**config.mk**
```make
export PLATFORM = sky130hd
export DESIGN_NAME = i2s_tx_framer
export DESIGN_NICKNAME = d
export VERILOG_FILES = /design/src/rtl/i2s_tx_framer.sv
export SDC_FILE = /design/constraint.sdc
export NUM_CORES = 1
export LEC_CHECK = 0
export ABC_AREA = 1
export CAP_MARGIN = 20
export CELL_PAD_IN_SITES_DETAIL_PLACEMENT = 0
export CELL_PAD_IN_SITES_GLOBAL_PLACEMENT = 1
export CORE_AREA = 2 2 110 138
export CTS_CLUSTER_DIAMETER = 200
export DETAILED_ROUTE_END_ITERATION = 16
export DIE_AREA = 0 0 112 140
export PLACE_DENSITY = 0.88
export SLEW_MARGIN = 30
export SYNTH_ARGS = -nofsm -noshare
export SYNTH_HDL_FRONTEND = slang
export SYNTH_SLANG_ARGS = --single-unit
```
**constraint.sdc**
```tcl
create_clock -name clk -period 4.2 [get_ports clk]
set_input_delay 0.63 -clock clk [delete_from_list [all_inputs] [get_ports clk]]
set_output_delay 0.63 -clock clk [all_outputs]
set_load 0.005 [all_outputs]
```
**src/rtl/i2s_tx_framer.sv**
```systemverilog
// Stereo I2S transmitter: one-pair input buffer, bclk/lrclk generation, MSB-first serialiser.
// Optional build macro I2S_TX_HOLD_LAST_EN: repeat the last sample pair on underrun instead of silence.
`timescale 1ns/1ps
module i2s_tx_framer #(
  parameter int WIDTH    = 32,
  parameter int BCLK_DIV = 4
) (
  input  logic             clk,
  input  logic             rstn,
  input  logic             enable,
  input  logic [WIDTH-1:0] left_in,
  input  logic [WIDTH-1:0] right_in,
  input  logic             in_valid,
  output logic             in_ready,
  output logic             bclk,
  output logic             lrclk,
  output logic             sd,
  output logic             frame_start,
  output logic             underrun
);
  localparam int DW = (BCLK_DIV > 1) ? $clog2(BCLK_DIV) : 1;
  localparam int BW = $clog2(WIDTH);
  localparam logic [DW-1:0] DIV_LAST = DW'(BCLK_DIV - 1);
  localparam logic [BW-1:0] BIT_LAST = BW'(WIDTH - 1);

  typedef enum logic {S_IDLE, S_RUN} state_t;

  state_t           r_state;
  logic [DW-1:0]    r_div_cnt;
  logic [BW-1:0]    r_bit_cnt;
  logic             r_bclk, r_lrclk, r_sd, r_frame_start, r_underrun;
  logic [WIDTH-1:0] r_shreg, r_right_hold;
  logic             r_buf_full;
  logic [WIDTH-1:0] r_left_buf, r_right_buf;

  logic             w_accept, w_tick, w_fall, w_slot_end, w_frame_load;
  logic [WIDTH-1:0] w_uf_left, w_uf_right;

  assign in_ready    = !r_buf_full;
  assign bclk        = r_bclk;
  assign lrclk       = r_lrclk;
  assign sd          = r_sd;
  assign frame_start = r_frame_start;
  assign underrun    = r_underrun;

  assign w_accept     = in_valid && !r_buf_full;
  assign w_tick       = (r_div_cnt == DIV_LAST);
  // bclk is only ever high while running, so this is the registered 1->0 edge
  assign w_fall       = enable && (r_state == S_RUN) && w_tick && r_bclk;
  assign w_slot_end   = w_fall && (r_bit_cnt == BIT_LAST);
  assign w_frame_load = w_slot_end && r_lrclk;

`ifdef I2S_TX_HOLD_LAST_EN
  logic [WIDTH-1:0] r_last_left;
  assign w_uf_left  = r_last_left;
  assign w_uf_right = r_right_hold;

  always_ff @(posedge clk or negedge rstn) begin
    if (!rstn)                           r_last_left <= '0;
    else if (w_frame_load && r_buf_full) r_last_left <= r_left_buf;
  end
`else
  assign w_uf_left  = '0;
  assign w_uf_right = '0;
`endif

  // The buffer is only drained by a frame load; an accept never coincides with it.
  always_ff @(posedge clk or negedge rstn) begin
    if (!rstn) begin
      r_buf_full  <= 1'b0;
      r_left_buf  <= '0;
      r_right_buf <= '0;
    end else if (w_frame_load && r_buf_full) begin
      r_buf_full  <= 1'b0;
    end else if (w_accept) begin
      r_buf_full  <= 1'b1;
      r_left_buf  <= left_in;
      r_right_buf <= right_in;
    end
  end

  always_ff @(posedge clk or negedge rstn) begin
    if (!rstn) begin
      r_state       <= S_IDLE;
      r_div_cnt     <= '0;
      r_bit_cnt     <= BIT_LAST;
      r_bclk        <= 1'b0;
      r_lrclk       <= 1'b1;
      r_sd          <= 1'b0;
      r_frame_start <= 1'b0;
      r_underrun    <= 1'b0;
      r_shreg       <= '0;
      r_right_hold  <= '0;
    end else begin
      r_frame_start <= 1'b0;
      r_underrun    <= 1'b0;
      if (!enable) begin
        r_state   <= S_IDLE;
        r_div_cnt <= '0;
        r_bit_cnt <= BIT_LAST;
        r_bclk    <= 1'b0;
        r_lrclk   <= 1'b1;
        r_sd      <= 1'b0;
        r_shreg   <= '0;
      end else begin
        r_state <= S_RUN;
        if (w_tick) begin
          r_div_cnt <= '0;
          r_bclk    <= ~r_bclk;
        end else begin
          r_div_cnt <= r_div_cnt + 1'b1;
        end
        if (w_fall) begin
          r_sd      <= r_shreg[WIDTH-1];
          r_shreg   <= {r_shreg[WIDTH-2:0], 1'b0};
          r_bit_cnt <= r_bit_cnt + 1'b1;
          if (w_slot_end) begin
            r_bit_cnt     <= '0;
            r_lrclk       <= ~r_lrclk;
            r_frame_start <= r_lrclk;
            if (!r_lrclk) begin
              r_shreg <= r_right_hold;
            end else if (r_buf_full) begin
              r_shreg      <= r_left_buf;
              r_right_hold <= r_right_buf;
            end else begin
              r_shreg      <= w_uf_left;
              r_right_hold <= w_uf_right;
              r_underrun   <= 1'b1;
            end
          end
        end
      end
    end
  end
endmodule
```
==> run summary <==
The maximum achievable frequency came out at 344 MHz. The count of pins on the block boundary came out at 74. The startpoint identified for the worst register-to-register timing path is r_bit_cnt[0]$_DFFE_PN1P_.

The total area of sequential cells came out at 3560 µm². The area added between synthesis and finish came out at 21.8%. Of the synthesized area, sequential elements account for 0.562. The count of endpoints failing hold in the final timing report came out at 0.

In the synthesized netlist, the number of instances is 792. The reported leakage power came out at 4.12 nW. In the routed layout, each cell is associated on average with a via count of 4.98. In the final routed layout, each cell accounts on average for 13.5 µm. The H-tree was split into 4 levels. The post-DP HPWL is 8.83 mm. The first global-routing pass estimated 24.0 mm of wire. The synthesized netlist occupies a cell area of 6330 µm².

STA classifies the critical path endpoint as a flop. The final-layout setup total negative slack came out at 0 ns. The number of setup buffers added after CTS came out at 0. The number of pins with negative max-slew slack in the final report is 0. The overall via count from detail_route is 5122.

The type of the worst setup path is reg -> reg. The placement-stage cell area is 7090 µm². Summed over all layers, the global routing overflow is 0.

The internal portion of total power came out at 3.00 mW. Clock-pin slew was measured on the worst setup and hold paths at 0.06 ns. Setup repair after global routing left no endpoint under its margin. In the final layout, the share of cells above drive strength 1 is 0.0776. In this run, the number of DRC markers left after iteration 0 of detailed routing was 283. The data arrival at the endpoint of the critical path came out at 3.18 ns. The antenna diode count came out at 0. The initial antenna violation count came to 0. The starting density of the core came out at 0.441. For this run, the number of standard cells in the final layout without fillers is 1029. The final setup violation count is 0. The via count of the first global-routing pass is 5147. In this run the worst path has a maximum fanout of 46.

The switching power came out at 1.21 mW. The number of filler instances in the final layout is 1406. The area of combinational cells with multiple inputs came out at 2480 µm². The post-synthesis net count is 863. The floorplan step defined a die boundary enclosing 15700 µm². The number of port buffers came out at 73.

The number of iterations in the first detailed-routing pass came out at 4. The number of sinks handled by clock tree synthesis is 142. For the pin with the worst max-slew slack, the measured transition is 0.916 ns. The number of cell instances on the worst register-to-register path is 8.

The areal power density over the cells is 546 nW/µm². The tree is rooted in a sky130_fd_sc_hd__clkbuf_16. The routability congestion estimate from global placement is 0.790. The post-route clock period utilization is 0.692. The required time of the critical path came out at 4.47 ns. The tool flagged a number of max-cap violations equal to 0. In the global route stage, overall resource usage came out at 0.187. The total power after layout came out at 4.21 mW. From bottom edge to top edge, the die measures 140 µm. TritonCTS built the clock tree. The share of total power dissipated in combinational logic is 0.180. The worst-case headroom to the max-slew limit is 0.389. The number of buffers added by the clock tree synthesis step came out at 17.

Wires add up to 13.9 mm. The post-synthesis cell type count came out at 21. Entering global routing, the biggest net connects 84 pins. The placeable core region came out at 14300 µm². The instance count after placement with tap cells included is 997. The final core area utilization is 0.538. The largest voltage drop on the vdd net is 0.000307 V. The count of warnings emitted by yosys came out at 0. STA classifies the critical path startpoint as a flop. The clock latency of the later-clocked register in the worst-skew pair came out at 0.41 ns. The endpoint identified for the worst register-to-register timing path is r_right_hold[7]$_DFFE_PN0P_. The minimum setup slack among reg-to-reg paths came out at 1.30 ns. The number of DRC violations after detailed routing came out at 0. The clock network power share is 0.373. After layout, the minimum clock period comes to 2.90 ns. The clock tree buffer depth came out at 2. The switching power as a share of total power is 0.288. The post-cts sizing count is 0. The min-delay analysis places its worst path in the category in -> async.

The post-route standard cell area excluding fillers came out at 7710 µm². The horizontal die dimension is 112 µm. The count of nets left with antenna violations after detail routing is 0.

The synthesized area per cell is 8.00 µm². The largest clock skew in the final design is 0.0111 ns. The part of the total power dissipated in sequential elements is 0.447.

The number of hold-repair buffers added at the cts stage came out at 0. The row count is 49. The final layout net count came out at 909. The total of flip-flops plus latches after synthesis came out at 142. The run finished with clean final reports.
[area by class of cell]
class	count	share of cell area
Timing Repair Buffer	79	0.100
Inverter	14	0.00697
Multi-Input combinational cell	584	0.322
Tap cell	178	0.0289
Clock buffer	18	0.0556
Sequential cell	142	0.462
Clock inverter	14	0.0250
[worst max-delay path, cell delays in order (launching register included)]
cell,delay (ns)
sky130_fd_sc_hd__dfstp_2,0.57
sky130_fd_sc_hd__ha_1,0.16
sky130_fd_sc_hd__nand2_1,0.07
sky130_fd_sc_hd__nor2_1,0.09
sky130_fd_sc_hd__ha_1,0.55
sky130_fd_sc_hd__nand3_2,0.65
sky130_fd_sc_hd__buf_4,0.49
sky130_fd_sc_hd__nand2_1,0.09
sky130_fd_sc_hd__o21ai_0,0.08
[worst max path at each step]
stage	depth (start not counted)	from	slack, ns	endpoint
floorplan	12	r_bit_cnt[0]$_DFFE_PN1P_	2.35	r_shreg[15]$_DFFE_PN0P_
global placement	8	enable	1.11	r_shreg[31]$_DFFE_PN0P_
detailed placement	8	enable	1.01	r_shreg[10]$_DFFE_PN0P_
CTS	2	r_buf_full$_DFFE_PN0P_	1.28	in_ready
global route	8	r_bit_cnt[0]$_DFFE_PN1P_	0.99	r_right_hold[11]$_DFFE_PN0P_
finish	8	r_bit_cnt[0]$_DFFE_PN1P_	1.30	r_right_hold[7]$_DFFE_PN0P_
[power by group through the flow]
stage,registers (mW),logic [mW],clock network (mW)
6_report,1.88,0.758,1.57
4_1_cts,1.88,0.783,1.60
5_1_grt,1.92,0.902,1.65
2_1_floorplan,1.84,0.563,0
3_3_place_gp,1.90,0.758,0
3_5_place_dp,1.90,0.779,0
[metal layers]
metal / global-route usage / vias to the layer above / wire length, µm
li1: - / 2593 / -
met1: 0.242 / 2417 / 6460
met2: 0.314 / 100 / 6810
met3: 0.0415 / 12 / 427
met4: 0.0597 / 0 / 178
met5: 0 / - / 0
[cell usage after synthesis]
| master | number | area (µm²) |
|---|---|---|
| sky130_fd_sc_hd__nand2_2 | 2 | 12.5 |
| sky130_fd_sc_hd__ha_1 | 3 | 37.5 |
| sky130_fd_sc_hd__nand3_1 | 74 | 370 |
| sky130_fd_sc_hd__nor2_4 | 1 | 11.3 |
| sky130_fd_sc_hd__nor2_1 | 68 | 255 |
| sky130_fd_sc_hd__o21a_1 | 1 | 7.51 |
| sky130_fd_sc_hd__o21ai_2 | 12 | 105 |
| sky130_fd_sc_hd__or2_2 | 1 | 6.26 |
| sky130_fd_sc_hd__o21ai_0 | 30 | 150 |
| sky130_fd_sc_hd__clkbuf_1 | 18 | 67.6 |
| sky130_fd_sc_hd__buf_1 | 10 | 37.5 |
| sky130_fd_sc_hd__clkinv_1 | 1 | 3.75 |
| sky130_fd_sc_hd__nand3_2 | 1 | 10.0 |
| sky130_fd_sc_hd__buf_6 | 3 | 33.8 |
| sky130_fd_sc_hd__inv_1 | 13 | 48.8 |
| sky130_fd_sc_hd__a21oi_1 | 29 | 145 |
| sky130_fd_sc_hd__dfstp_2 | 6 | 158 |
| sky130_fd_sc_hd__dfrtp_1 | 136 | 3400 |
| sky130_fd_sc_hd__buf_2 | 21 | 105 |
| sky130_fd_sc_hd__nand2_1 | 360 | 1350 |
| sky130_fd_sc_hd__nand4_1 | 2 | 12.5 |
[registers in the layout, indices dropped and copies added (netlist names)]
| register | cells |
|---|---|
| underrun | 1 |
| r_state | 1 |
| r_buf_full | 1 |
| bclk | 1 |
| sd | 1 |
| r_div_cnt | 2 |
| lrclk | 1 |
| r_right_buf | 32 |
| r_right_hold | 32 |
| frame_start | 1 |
| r_shreg | 32 |
| r_left_buf | 32 |
| r_bit_cnt | 5 |
[kinds of logic after synthesis]
group	after synthesis	share of synthesized area
AND/OR/NAND/NOR	509	0.320
flip-flops	142	0.562
AO/OA/AOI/OAI	72	0.0644
buffers and inverters	66	0.0468
adder cells (fa/ha/maj)	3	0.00593
[cell usage in the layout (no fill, tap or decap), types with 10 or more instances in the layout]
cell	n
sky130_fd_sc_hd__nand2_1	359
sky130_fd_sc_hd__dfrtp_1	136
sky130_fd_sc_hd__nand3_1	74
sky130_fd_sc_hd__clkdlybuf4s50_1	71
sky130_fd_sc_hd__nor2_1	68
sky130_fd_sc_hd__o21ai_0	30
sky130_fd_sc_hd__a21oi_1	29
sky130_fd_sc_hd__clkbuf_16	17
sky130_fd_sc_hd__o21ai_2	12
sky130_fd_sc_hd__inv_1	10
[stage by stage]
step	setup WS, ns	hold slack, ns
after global routing	0.987	0.320
final	1.30	0.262
after floorplan	2.35	0.334
after CTS	1.28	0.285
after detailed placement	1.01	0.431
after global placement	1.11	0.424
Note: power is estimated with default switching activity, not from simulation.
